--- src/rtl/dmem_arbiter.sv ---
// Data memory arbiter: shares one single-port memory between the CPU MEM
// stage and a debug/loader port. It issues one fixed-latency access at a
// time, stalls the pipeline, and returns a one-cycle ack to debug.
//
// state    | meaning
// ---------+------------------------------------------------------------
// IDLE     | no access in flight; arbitrate and latch the winner
// BUSY_CPU | CPU access in flight; latency counter running
// BUSY_DBG | debug access in flight; latency counter running
module dmem_arbiter #(
  parameter int MEM_LATENCY  = 2,
  parameter int STARVE_LIMIT = 4,
  parameter int AW           = 32
) (
  input  logic          clk_i,
  input  logic          rst_i,
  input  logic          cpu_req_i,
  input  logic          cpu_we_i,
  input  logic [AW-1:0] cpu_addr_i,
  input  logic [31:0]   cpu_wdata_i,
  output logic [31:0]   cpu_rdata_o,
  output logic          cpu_stall_o,
  input  logic          dbg_req_i,
  input  logic          dbg_we_i,
  input  logic [AW-1:0] dbg_addr_i,
  input  logic [31:0]   dbg_wdata_i,
  output logic          dbg_ack_o,
  output logic [31:0]   dbg_rdata_o,
  output logic          mem_en_o,
  output logic          mem_we_o,
  output logic [AW-1:0] mem_addr_o,
  output logic [31:0]   mem_wdata_o,
  input  logic [31:0]   mem_rdata_i
);

  localparam int CW = (MEM_LATENCY > 1) ? $clog2(MEM_LATENCY) : 1;
  localparam int SW = $clog2(STARVE_LIMIT + 1);
  localparam logic [CW-1:0] CNT_LOAD   = CW'(MEM_LATENCY - 1);
  localparam logic [SW-1:0] STREAK_MAX = SW'(STARVE_LIMIT);

  typedef enum logic [1:0] {IDLE, BUSY_CPU, BUSY_DBG} state_t;

  state_t          state, state_nxt;
  logic [CW-1:0]   cnt;
  logic [SW-1:0]   streak, streak_nxt;
  logic            grant_cpu, grant_dbg;
  logic            done;
  logic            en_q, we_q;
  logic [AW-1:0]   addr_q;
  logic [31:0]     wdata_q;
  logic [31:0]     cpu_rdata_q, dbg_rdata_q;
  logic            cpu_done, dbg_done;

  // The done cycle is the last busy cycle; a reset in that same cycle
  // abandons the access, so done is suppressed while rst_i is high.
  assign done     = (state != IDLE) && (cnt == '0) && !rst_i;
  assign cpu_done = done && (state == BUSY_CPU);
  assign dbg_done = done && (state == BUSY_DBG);

  assign cpu_stall_o = cpu_req_i && !rst_i && !cpu_done;
  assign dbg_ack_o   = dbg_done;
  assign cpu_rdata_o = (cpu_done && !we_q) ? mem_rdata_i : cpu_rdata_q;
  assign dbg_rdata_o = (dbg_done && !we_q) ? mem_rdata_i : dbg_rdata_q;

  assign mem_en_o    = en_q;
  assign mem_we_o    = we_q && en_q;
  assign mem_addr_o  = addr_q;
  assign mem_wdata_o = wdata_q;

  // Arbitration, next state and starvation streak bookkeeping.
  always_comb begin
    state_nxt  = state;
    streak_nxt = streak;
    grant_cpu  = 1'b0;
    grant_dbg  = 1'b0;
    case (state)
      IDLE: begin
        if (cpu_req_i && (!dbg_req_i || (streak != STREAK_MAX))) begin
          grant_cpu = 1'b1;
        end else if (dbg_req_i) begin
          grant_dbg = 1'b1;
        end

        if (grant_cpu) begin
          state_nxt = BUSY_CPU;
          if (!dbg_req_i) begin
            streak_nxt = '0;
          end else if (streak != STREAK_MAX) begin
            streak_nxt = streak + 1'b1;
          end
        end else if (grant_dbg) begin
          state_nxt  = BUSY_DBG;
          streak_nxt = '0;
        end else begin
          // No grant means debug is not requesting either.
          streak_nxt = '0;
        end
      end
      BUSY_CPU, BUSY_DBG: begin
        if (done) begin
          state_nxt = IDLE;
        end
      end
      default: state_nxt = IDLE;
    endcase
  end

  // State register, latched transaction, latency down-counter and read holds.
  always_ff @(posedge clk_i) begin
    if (rst_i) begin
      state       <= IDLE;
      streak      <= '0;
      cnt         <= '0;
      en_q        <= 1'b0;
      we_q        <= 1'b0;
      addr_q      <= '0;
      wdata_q     <= '0;
      cpu_rdata_q <= '0;
      dbg_rdata_q <= '0;
    end else begin
      state  <= state_nxt;
      streak <= streak_nxt;
      en_q   <= grant_cpu || grant_dbg;

      if (grant_cpu) begin
        we_q    <= cpu_we_i;
        addr_q  <= cpu_addr_i;
        wdata_q <= cpu_wdata_i;
        cnt     <= CNT_LOAD;
      end else if (grant_dbg) begin
        we_q    <= dbg_we_i;
        addr_q  <= dbg_addr_i;
        wdata_q <= dbg_wdata_i;
        cnt     <= CNT_LOAD;
      end else if ((state != IDLE) && (cnt != '0)) begin
        cnt <= cnt - 1'b1;
      end

      if (cpu_done && !we_q) begin
        cpu_rdata_q <= mem_rdata_i;
      end
      if (dbg_done && !we_q) begin
        dbg_rdata_q <= mem_rdata_i;
      end
    end
  end

endmodule

--- config.mk ---
export PLATFORM = sky130hd
export DESIGN_NAME = dmem_arbiter
export DESIGN_NICKNAME = d
export VERILOG_FILES = /design/src/rtl/dmem_arbiter.sv
export SDC_FILE = /design/constraint.sdc
export NUM_CORES = 1
export LEC_CHECK = 0
export ABC_CLOCK_PERIOD_IN_PS = 2700
export BUFFER_PORTS_ARGS = -buffer_cell sky130_fd_sc_hd__buf_2
export CAP_MARGIN = 20
export CORE_MARGIN = 3
export CORE_UTILIZATION = 45
export DETAILED_ROUTE_END_ITERATION = 16
export PLACE_DENSITY = 0.77
export SYNTH_ARGS = -nofsm -noshare
export SYNTH_HDL_FRONTEND = slang
export SYNTH_SLANG_ARGS = --single-unit
export TNS_END_PERCENT = 100
--- constraint.sdc ---
create_clock -name clk_i -period 2.7 [get_ports clk_i]
set_clock_uncertainty 0.1 [all_clocks]
set_input_delay 0.54 -clock clk_i [delete_from_list [all_inputs] [get_ports clk_i]]
set_output_delay 0.54 -clock clk_i [all_outputs]
set_load 0.05 [all_outputs]
## Word level (Yosys, flattened, before mapping)

Cells that the tools add are included.

| word-level totals | value |
|---|---|
| bits in registers | 136 |
| bits of input ports | 166 |
| output and inout bits | 132 |
| logic and storage cells | 67 |

| operators by class | value |
|---|---|
| $add $sub $neg | 2 |
| equal/unequal tests | 6 |
| multiplexer cells | 25 |
| bitwise operators | 1 |
| reduce and logical (&&, ||, !) cells | 24 |

Operator list:

| kind | count |
|---|---|
| 2-to-1 mux 32 bit | 6 |
| 2-to-1 mux 1 bit | 12 |
| logical AND 1 bit | 11 |
| 2-to-1 mux 3 bit | 3 |
| != test 3 bit (second input constant) | 3 |
| 2-to-1 mux 2 bit | 3 |
| zero test 1 bit | 4 |
| one-hot mux 2 bit (2 select lines) | 1 |
| AND reduction 2 bit | 2 |
| nonzero test 2 bit | 2 |
| adder 3 x 1 -> 3 bit (second input constant) | 1 |
| nonzero test 3 bit | 1 |
| equality test 2 x 1 -> 1 bit (second input constant) | 1 |
| equality test 2 bit (second input constant) | 1 |
| zero test 2 bit | 1 |
| logical OR 1 bit | 2 |
| != test 2 bit (second input constant) | 1 |
| OR reduction 2 bit | 1 |
| NOT 1 bit | 1 |
| subtractor 1 bit (second input constant) | 1 |

## Logic depth before layout (Yosys ltp)

Gate-level depths: netlist of run 1.

| depth | value |
|---|---|
| depth in word-level cells | 8 |
| depth in mapped cells | 8 |
| depth with buffers taken out | 5 |

## Least setup slack after synthesis of run 1

Ideal clock, no wire load.

| timing | value |
|---|---|
| path kind | flip-flop to output port |
| from | register state[0] |
| to | output port dbg_ack_o |
| arrival | 2449 ps |
| data required time | 2060 ps |
| slack | -389 ps |
| cell stages (with the launch flop) | 7 |
| buffers on the path | 2 |
| path through | dfxtp_1 inv_1 ha_1 clkbuf_1 inv_1 clkbuf_1 nor4_1 |

| on the way | value |
|---|---|
| longest elaborated chain between the ends | 4 |
| elaborated cells on any way between the ends | 5 |
| classes of those cells | eq/ne (1); reduce/logical (4) |

RTL lines:

| what | RTL line | text |
|---|---|---|
| from (decl) | 43 | `state_t state, state_nxt;` |
| from (signal assigned) | 121 | `state <= state_nxt;` |
| nonzero test 2 bit | 56 | `assign done = (state != IDLE) && (cnt == '0) && !rst_i;` |
| logical AND 1 bit (2 in a row) | 56 |  |
| logical AND 1 bit (*) | 58 | `assign dbg_done = done && (state == BUSY_DBG);` |
| to (decl) | 27 | `output logic dbg_ack_o,` |

Mark *: on every way between the ends. The rest lies on a longest branch, timed or not.

## Final worst setup path of run 1

| timing | value |
|---|---|
| from | register state[0] |
| to | output port dbg_rdata_o[7] |

| on the way | value |
|---|---|
| longest elaborated chain between the ends | 6 |
| elaborated cells on any way between the ends | 7 |
| classes of those cells | eq/ne (1); mux (1); reduce/logical (5) |

RTL lines:

| what | RTL line | text |
|---|---|---|
| nonzero test 2 bit | 56 |  |
| logical AND 1 bit (2 in a row) | 56 |  |
| logical AND 1 bit (*) | 58 |  |
| logical AND 1 bit (*) | 63 | `assign dbg_rdata_o = (dbg_done && !we_q) ? mem_rdata_i : dbg_rdata_q;` |
| 2-to-1 mux 32 bit (*) | n/a |  |
| to (decl) | 28 | `output logic [31:0] dbg_rdata_o,` |

Marks and branches as above.

==> flow_summary.json, run 1 <==
{
  "dr.pass1.iters": 5,
  "track_usage_pct": 28.7,
  "synth-seq-cells": 136,
  "overflow": 0,
  "rrSetupSlack_ns": 0.68,
  "ant_nets": 0,
  "holdPathEnd": "dbg_rdata_q[12]",
  "initial_core_util_pct": 46.4,
  "hp-class": "in -> reg",
  "placementRows": 44,
  "clk_pin_slew_ns": 0.06,
  "r2r_cells": 9,
  "synth-edff-count": 0,
  "min_period_over_period_pct": 108,
  "maxCapViolCount": 0,
  "nets": 1304,
  "pre_cts_ws_ns": 0.0992,
  "clk_latency_ns": 0.42,
  "drtIter0Drc": 552,
  "critical_path_class": "reg -> out",
  "drv_slew": 0,
  "ios": 298,
  "grt_pass1_vias": 7410,
  "finalSetupViolCount": 64,
  "antenna_found_initial": 1,
  "worstMarginPinSlew_ns": 0.648,
  "drive_gt1_share_pct": 55.0,
  "slew_headroom_pct": 56.8,
  "rsz0062_at_grt": "yes",
  "arrival_ns": 2.29,
  "r2r-end": "cpu_rdata_q[21]",
  "die_h_microns": 129,
  "leakage_nw": 4.58,
  "crit_path_end_kind": "primary output",
  "final_util_pct": 76.2,
  "crit_chain": "inv_4 > ha_4 > buf_8 > nor4_4 > buf_6 > buf_16 > nand3_2 > nand2_2 > buf_8",
  "cts_tree": "built",
  "slowest_delay_ns": 0.35,
  "placed_area_sq_um": 8380,
  "hold_path_depth": 3,
  "drc": 0,
  "die_area_sq_um": 16600,
  "yosysWarnings": 0,
  "cts.sinks": 136,
  "totalWireLength_microns": 27600,
  "syn-num-nets": 1023,
  "syn_area_sq_um": 6790,
  "place_congestion": 0.826,
  "clk_path_buf_depth": 2,
  "path_common_cell": "buf_8",
  "max_freq_mhz": 341,
  "synthDistinctLibCells": 33,
  "start_kind": "flop",
  "async_reset_ff_share_pct": 0,
  "cts_inserted_buffers": 17,
  "hold_viol_final": 0,
  "wl_per_cell_microns": 20.7,
  "cp_max_fo": 8,
  "slowest_stage": "dfxtp_2",
  "status": "finished with violations",
  "tns_ns": -8.48,
  "grt_max_degree": 129,
  "hold_start": "mem_rdata_i[12]",
  "p_per_area_nw_per_um2": 965,
  "peakVddDrop_mv": 0.576,
  "drt-vias-per-instance": 5.88,
  "finalCriticalPeriod_ns": 2.93,
  "via_count": 7830,
  "synthCells": 852,
  "ys.flop_type": "dfxtp_1",
  "fin_ws_ns": -0.229,
  "core-area_sq_um": 14600,
  "cts-root-buf": "clkbuf_16",
  "ys_seq_area_share_pct": 40.1,
  "numPortBuffers": 297,
  "required_ns": 2.06,
  "htreeDepth": 4,
  "grt_pass1_wl_microns": 37900,
  "final_cell_area_sq_um": 11200,
  "syn_area_per_cell_sq_um": 7.97,
  "fin_total_pwr_mw": 10.8,
  "dp_hpwl_microns": 14800,
  "failed_checks": "negative setup slack",
  "die_w_microns": 129,
  "worstReg2RegStart": "state[0]",
  "area_growth_pct": 64.3
}
## stage by stage
step                hold slack, ns  std cells
floorplan                    0.356        852
global placement             0.344       1270
detailed placement           0.349       1270
CTS                          0.282       1330
global route                 0.312       1330
finish                       0.316       1331
## per-layer routing
layer | share of wire, % | vias to the layer above | global-route usage, %
li1 | - | 3629 | -
met1 | 36 | 3714 | 31.9
met2 | 52 | 387 | 50.1
met3 | 7.8 | 98 | 9.01
met4 | 4.5 | 2 | 13.2
met5 | 0.025 | - | 0
## layout make-up
type                       count  area, sq um
clock buffer                  21          470
fill                         942         3490
sequential                   136         2730
inverter                       9         36.3
timing repair buffer         350         2770
antenna                        1         2.50
clock inverter                11          146
multi-input combinational    619         4770
tap                          184          230
## flip-flops by register name (all words and copies together), names as in the netlist
signal	cells
streak	3
we_q	1
cpu_rdata_q	32
cnt	1
state	2
dbg_rdata_q	32
mem_addr_o	32
mem_wdata_o	32
mem_en_o	1
## worst max path at each step
stage,start,end,slack (ns),cells past startpoint
global route,state[0],dbg_rdata_o[7],-0.30,9
global placement,state[0],dbg_rdata_o[17],0.14,7
floorplan,state[0],cpu_rdata_o[10],0.13,7
finish,state[0],dbg_rdata_o[7],-0.23,9
CTS,state[0],cpu_rdata_o[8],-0.24,9
detailed placement,state[0],cpu_rdata_o[16],0.1,7
## cells by family (layout without fill, tap and decap cells)
family | after synthesis | in the layout | synth area share (%)
simple gates | 346 | 346 | 27.3
compound gates | 268 | 268 | 24.8
flops | 136 | 136 | 40.1
buf+inv | 97 | 391 | 6.91
fa+ha+maj | 5 | 5 | 0.922
other cells | 0 | 1 | 0
## placed cells by master (no fill, tap or decap), types with 4 or more instances in the layout
| master | Yosys | final |
|---|---|---|
| buf_2 | 18 | 232 |
| dfxtp_1 | 136 | 134 |
| a21oi_1 | 133 | 132 |
| nor2_1 | 68 | 68 |
| nand3b_1 | 65 | 65 |
| a32o_1 | 65 | 65 |
| or2_2 | 57 | 57 |
| nand2_2 | 0 | 51 |
| buf_8 | 0 | 45 |
| nand3_2 | 2 | 41 |
| o21ai_4 | 0 | 37 |
| o21ai_2 | 0 | 27 |
| buf_4 | 2 | 27 |
| buf_6 | 9 | 26 |
| nand3_4 | 0 | 21 |
| clkbuf_16 | 0 | 17 |
| buf_12 | 0 | 15 |
| nand2_1 | 69 | 13 |
| or2_0 | 10 | 10 |
| inv_1 | 9 | 7 |
| nand2_4 | 0 | 5 |
| buf_16 | 0 | 5 |
| ha_1 | 5 | 4 |
## power breakdown
part,switching [mW],internal (mW),total (mW)
clock,0.913,1.52,2.44
sequential,0.242,2.44,2.69
combinational,3.91,1.72,5.64
## synth_stat cells (2+ instances only)
| cell type | n | area, sq um |
|---|---|---|
| ha_1 | 5 | 62.6 |
| buf_4 | 2 | 15.0 |
| a32o_1 | 65 | 651 |
| a31oi_1 | 2 | 12.5 |
| o21ai_0 | 64 | 320 |
| or2_0 | 10 | 62.6 |
| buf_6 | 9 | 101 |
| nand3_1 | 63 | 315 |
| nand3b_1 | 65 | 488 |
| clkbuf_1 | 52 | 195 |
| nand3_2 | 2 | 20.0 |
| buf_2 | 18 | 90.1 |
| clkbuf_2 | 6 | 30.0 |
| nor2_1 | 68 | 255 |
| or2_2 | 57 | 357 |
| nand2_1 | 69 | 259 |
| nand4_1 | 3 | 18.8 |
| a21oi_1 | 133 | 666 |
| dfxtp_1 | 136 | 2720 |
| and2_1 | 2 | 12.5 |
| inv_1 | 9 | 33.8 |
## repair_timing
item | in CTS | in global routing
setup buffers | 17 | 7
endpoints found under the setup margin | 64 | 64
resized for setup | 310 | 210
pin swaps | 27 | 51
cloned | 11 | 0
hold buffers | 0 | 0
## critical path: cells and delay by family, from the launching register on
family | cells | cell delay (ns)
AND/OR/NAND/NOR | 3 | 0.64
flip-flops | 1 | 0.35
adder cells (fa/ha/maj) | 1 | 0.16
buffers and inverters | 5 | 0.72
Note: power is estimated with default switching activity, not from simulation.
==> run 2, diff against run 1 <==
CORE_UTILIZATION = 48   (was 45)
PLACE_DENSITY = 0.81   (was 0.77)
==> flow_summary.json, run 2 (synthesized netlist as in run 1, its figures left out) <==
{
  "status": "finished with violations",
  "failed_checks": "negative setup slack",
  "hp-class": "in -> reg",
  "cts.sinks": 136,
  "p_per_area_nw_per_um2": 978,
  "min_period_over_period_pct": 107,
  "die_area_sq_um": 15600,
  "most-common-layout-cells": "buf_2, dfxtp_1, a21oi_1, nor2_1",
  "peakVddDrop_mv": 0.694,
  "ios": 298,
  "cts_inserted_buffers": 17,
  "clk_pin_slew_ns": 0.05,
  "drt-vias-per-instance": 5.82,
  "fin_ws_ns": -0.184,
  "htreeDepth": 4,
  "ant_nets": 0,
  "dp_hpwl_microns": 14500,
  "track_usage_pct": 28.4,
  "final_util_pct": 73.0,
  "area_growth_pct": 45.8,
  "initial_core_util_pct": 50.1,
  "grt_max_degree": 131,
  "worstMarginPinSlew_ns": 0.804,
  "holdWs_ns": 0.308,
  "cts_tree": "built",
  "die_w_microns": 125,
  "drv_slew": 0,
  "diodes": 0,
  "use_met3_pct": 9.13,
  "nets": 1284,
  "cp_max_fo": 16,
  "drc": 0,
  "slew_headroom_pct": 46.4,
  "grt_pass1_vias": 7116,
  "tns_ns": -5.25,
  "core-area_sq_um": 13600,
  "fin_total_pwr_mw": 9.68,
  "die_h_microns": 125,
  "finalSetupViolCount": 55,
  "use_met2_pct": 48.7,
  "max_freq_mhz": 347,
  "final_common_cell": "buf_2",
  "placementRows": 42,
  "numPortBuffers": 297,
  "use_met1_pct": 31.1,
  "clk_latency_ns": 0.43,
  "grt_pass1_wl_microns": 36100,
  "totalWireLength_microns": 23700,
  "critical_path_class": "reg -> out",
  "wl_per_cell_microns": 18.2,
  "maxCapViolCount": 0,
  "hold_viol_final": 0,
  "arrival_ns": 2.24,
  "finalCriticalPeriod_ns": 2.88,
  "place_congestion": 0.849,
  "grt.busiest_layer": "met2",
  "clk_path_buf_depth": 2,
  "leakage_nw": 4.37,
  "final_cell_area_sq_um": 9900,
  "start_kind": "flop",
  "crit_path_end_kind": "primary output",
  "drtIter0Drc": 569,
  "placed_area_sq_um": 8310,
  "overflow": 0,
  "required_ns": 2.06,
  "cts-root-buf": "clkbuf_16",
  "via_count": 7577,
  "rsz0062_at_grt": "yes",
  "antenna_found_initial": 3,
  "dr.pass1.iters": 5,
  "drive_gt1_share_pct": 44.0
}
==> run 2: cell types whose count changed in the layout (fill, tap and decap cells not counted), sizes merged <==
cell,change
buf,-22
clkbuf,+3
clkinv,-3
bufbuf,+2
bufinv,-2
clkinvlp,+1
diode,-1
==> run 2: layout make-up <==
type,instances,area (sq um)
Tap cell,176,220
Fill cell,1036,3660
Clock buffer,24,472
Sequential cell,136,2730
Clock inverter,7,71.3
Multi-Input combinational cell,619,3970
Inverter,9,33.8
Timing Repair Buffer,330,2400
==> run 2: through the flow <==
stage                     worst slack (ns)  std cells
after global routing                -0.235       1301
final                               -0.184       1301
after detailed placement            0.0913       1256
after floorplan                      0.129        852
after global placement               0.121       1256
after CTS                           -0.125       1301
==> run 2: final timing paths <==
kind | startpoint | end | slack, ns | cells past startpoint
hold reg to reg | mem_addr_o[12] | mem_addr_o[12] | 0.36 | 1
hold / removal | mem_rdata_i[16] | dbg_rdata_q[16] | 0.31 | 3
setup reg to reg | streak[0] | mem_addr_o[23] | 0.69 | 6
setup / recovery | state[1] | cpu_rdata_o[6] | -0.18 | 7
==> run 2: metal layers <==
layer | wire length, microns | share of wire, % | vias to the layer above
li1 | - | - | 3584
met1 | 8610 | 36 | 3535
met2 | 12000 | 51 | 362
met3 | 1940 | 8.2 | 90
met4 | 1140 | 4.8 | 6
met5 | 42 | 0.18 | -
==> run 2: worst max-delay path: stages (launching register included) <==
cell and delay [ns]:
dfxtp_2 0.33, inv_2 0.05, ha_4 0.15, or4_4 0.48, bufbuf_16 0.34, o21ai_2 0.23, nand2_2 0.08, buf_6 0.15
==> run 2: repair_timing <==
| item | in CTS | in global routing |
|---|---|---|
| gates cloned | 7 | 0 |
| hold buffers | 0 | 0 |
| resized for setup | 223 | 75 |
| setup buffers | 7 | 1 |
| setup endpoints to repair | 64 | 64 |
| pin swaps | 6 | 8 |
==> run 2: report_power, final <==
part | switching, mW | leakage, nW | total [mW] | internal (mW)
clock network | 0.853 | 0.256 | 2.16 | 1.31
logic | 3.39 | 3.00 | 4.86 | 1.47
registers | 0.217 | 1.11 | 2.66 | 2.44
total | 4.46 | 4.37 | 9.68 | 5.22
==> run 3, diff against run 2 <==
ABC_CLOCK_PERIOD_IN_PS = 2400   (was 2700)
CORE_UTILIZATION = 43   (was 48)
PLACE_DENSITY = 0.77   (was 0.81)
clock period = 2.4 ns   (was 2.7 ns; I/O delays follow)
==> flow_summary.json, run 3 (synthesized netlist as in run 1, its figures left out) <==
{
  "status": "finished with violations",
  "failed_checks": "negative setup slack",
  "min_period_over_period_pct": 117,
  "via_count": 7609,
  "critPathTopFamily": "simple AND/OR/NAND/NOR gates",
  "dp.cells": 1323,
  "grt.busiest_layer": "met2",
  "grt_max_degree": 129,
  "peakVddDrop_mv": 0.802,
  "dr.pass1.iters": 5,
  "core-area_sq_um": 15300,
  "grt_pass1_vias": 7289,
  "critical_path_buf_inv_count": 3,
  "final_common_cell": "buf_2",
  "overflow": 0,
  "finalSetupViolCount": 64,
  "clk_latency_ns": 0.42,
  "ios": 298,
  "placementRows": 45,
  "ant_nets": 0,
  "cts-root-buf": "clkbuf_16",
  "use_met1_pct": 29.4,
  "grt_pass1_wl_microns": 36600,
  "crit_path_end_kind": "primary output",
  "drtIter0Drc": 473,
  "die_area_sq_um": 17300,
  "totalWireLength_microns": 23900,
  "use_met3_pct": 7.35,
  "p_per_area_nw_per_um2": 1110,
  "worstMarginPinSlew_ns": 0.703,
  "cts_tree": "built",
  "clk_path_buf_depth": 2,
  "maxCapViolCount": 0,
  "die_w_microns": 132,
  "slowest_delay_ns": 0.60,
  "most-common-layout-cells": "buf_2, dfxtp_1, a21oi_1, buf_4, nor2_1",
  "stdcell_count": 1367,
  "cp_max_fo": 24,
  "dp_hpwl_microns": 15100,
  "use_met2_pct": 44.2,
  "drc": 0,
  "die_h_microns": 132,
  "drt-vias-per-instance": 5.57,
  "max_freq_mhz": 357,
  "cts.sinks": 136,
  "initial_core_util_pct": 44.3,
  "start_kind": "flop",
  "required_ns": 1.82,
  "slew_headroom_pct": 53.2,
  "slowest_stage": "or4_4",
  "place_congestion": 0.808,
  "fin_ws_ns": -0.402,
  "crit_chain": "inv_2 > ha_4 > or4_4 > buf_12 > o21ai_2 > nand2_2 > buf_4",
  "htreeDepth": 4,
  "cts_inserted_buffers": 17,
  "clk_pin_slew_ns": 0.06,
  "rrSetupSlack_ns": 0.42,
  "drv_slew": 0,
  "hold_viol_final": 0,
  "arrival_ns": 2.22,
  "finalCriticalPeriod_ns": 2.80,
  "wl_per_cell_microns": 17.5,
  "antenna_found_initial": 2,
  "hp-class": "in -> reg",
  "rsz0062_at_grt": "yes",
  "leakage_nw": 4.49,
  "numPortBuffers": 297,
  "area_growth_pct": 51.0,
  "pre_cts_ws_ns": -0.117,
  "critical_path_class": "reg -> out",
  "track_usage_pct": 25.6,
  "drive_gt1_share_pct": 50.5,
  "nets": 1312
}
run 3: changes by cell type in the layout (fill, tap and decap cells not counted), moves of 3 or more:
cell	delta
nand3_2	-7
o21ai_2	+15
o21ai_1	-19
nand2_1	-44
buf_8	-8
buf_12	+3
o21ai_4	+4
nand3_1	+7
buf_4	+72
nand2_2	+44
buf_6	-37
run 3: path summary, 6_finish.rpt:
kind                                      start         endpoint  depth (start not counted)
worst max-delay path                   state[1]  dbg_rdata_o[16]                          7
worst min-delay path            mem_rdata_i[30]  dbg_rdata_q[30]                          3
worst min register to register   mem_wdata_o[1]   mem_wdata_o[1]                          1
worst max register to register         state[1]  cpu_rdata_q[29]                          7
run 3: repair_timing:
action | in CTS | in global routing
pin swaps | 4 | 2
buffers inserted | 2 | 3
setup endpoints to repair | 66 | 66
resized for setup | 234 | 17
gates cloned | 4 | 2
hold buffers | 0 | 0
run 3: report_power, final:
part	switching [mW]	internal, mW
clock	0.975	1.68
sequential	0.252	2.75
combinational	3.92	1.84
run 3: metrics by stage:
stage | hold slack, ns | utilization [%] | setup TNS (ns) | area (sq um) | power (mW)
floorplan | 0.356 | - | -1.68 | 6950 | 6.53
CTS | 0.259 | 65.8 | -22.63 | 10100 | 11.2
finish | 0.278 | 66.9 | -23.37 | 10200 | 11.4
detailed placement | 0.351 | 57.4 | -5.18 | 8790 | 7.86
global route | 0.281 | 66.9 | -27.46 | 10200 | 11.9
global placement | 0.342 | 57.4 | -3.94 | 8790 | 7.83
run 3: final cells by class:
class | count | area, sq um
sequential | 136 | 2730
tap | 211 | 264
multi-input combinational | 619 | 4170
clock buffer | 24 | 472
fill | 1266 | 5070
clock inverter | 8 | 120
antenna | 2 | 5.00
inverter | 9 | 38.8
timing repair buffer | 358 | 2450
run 3: layer usage:
| layer | up-vias | share of wire [%] |
|---|---|---|
| met5 | - | 0 |
| li1 | 3643 | - |
| met1 | 3608 | 38 |
| met4 | 0 | 3.1 |
| met3 | 52 | 7.8 |
| met2 | 306 | 51 |
run 3: tightest hold or removal path, cell delays in order:
cell	delay [ns]
buf_2	0.11
nand3_1	0.09
a21oi_1	0.07
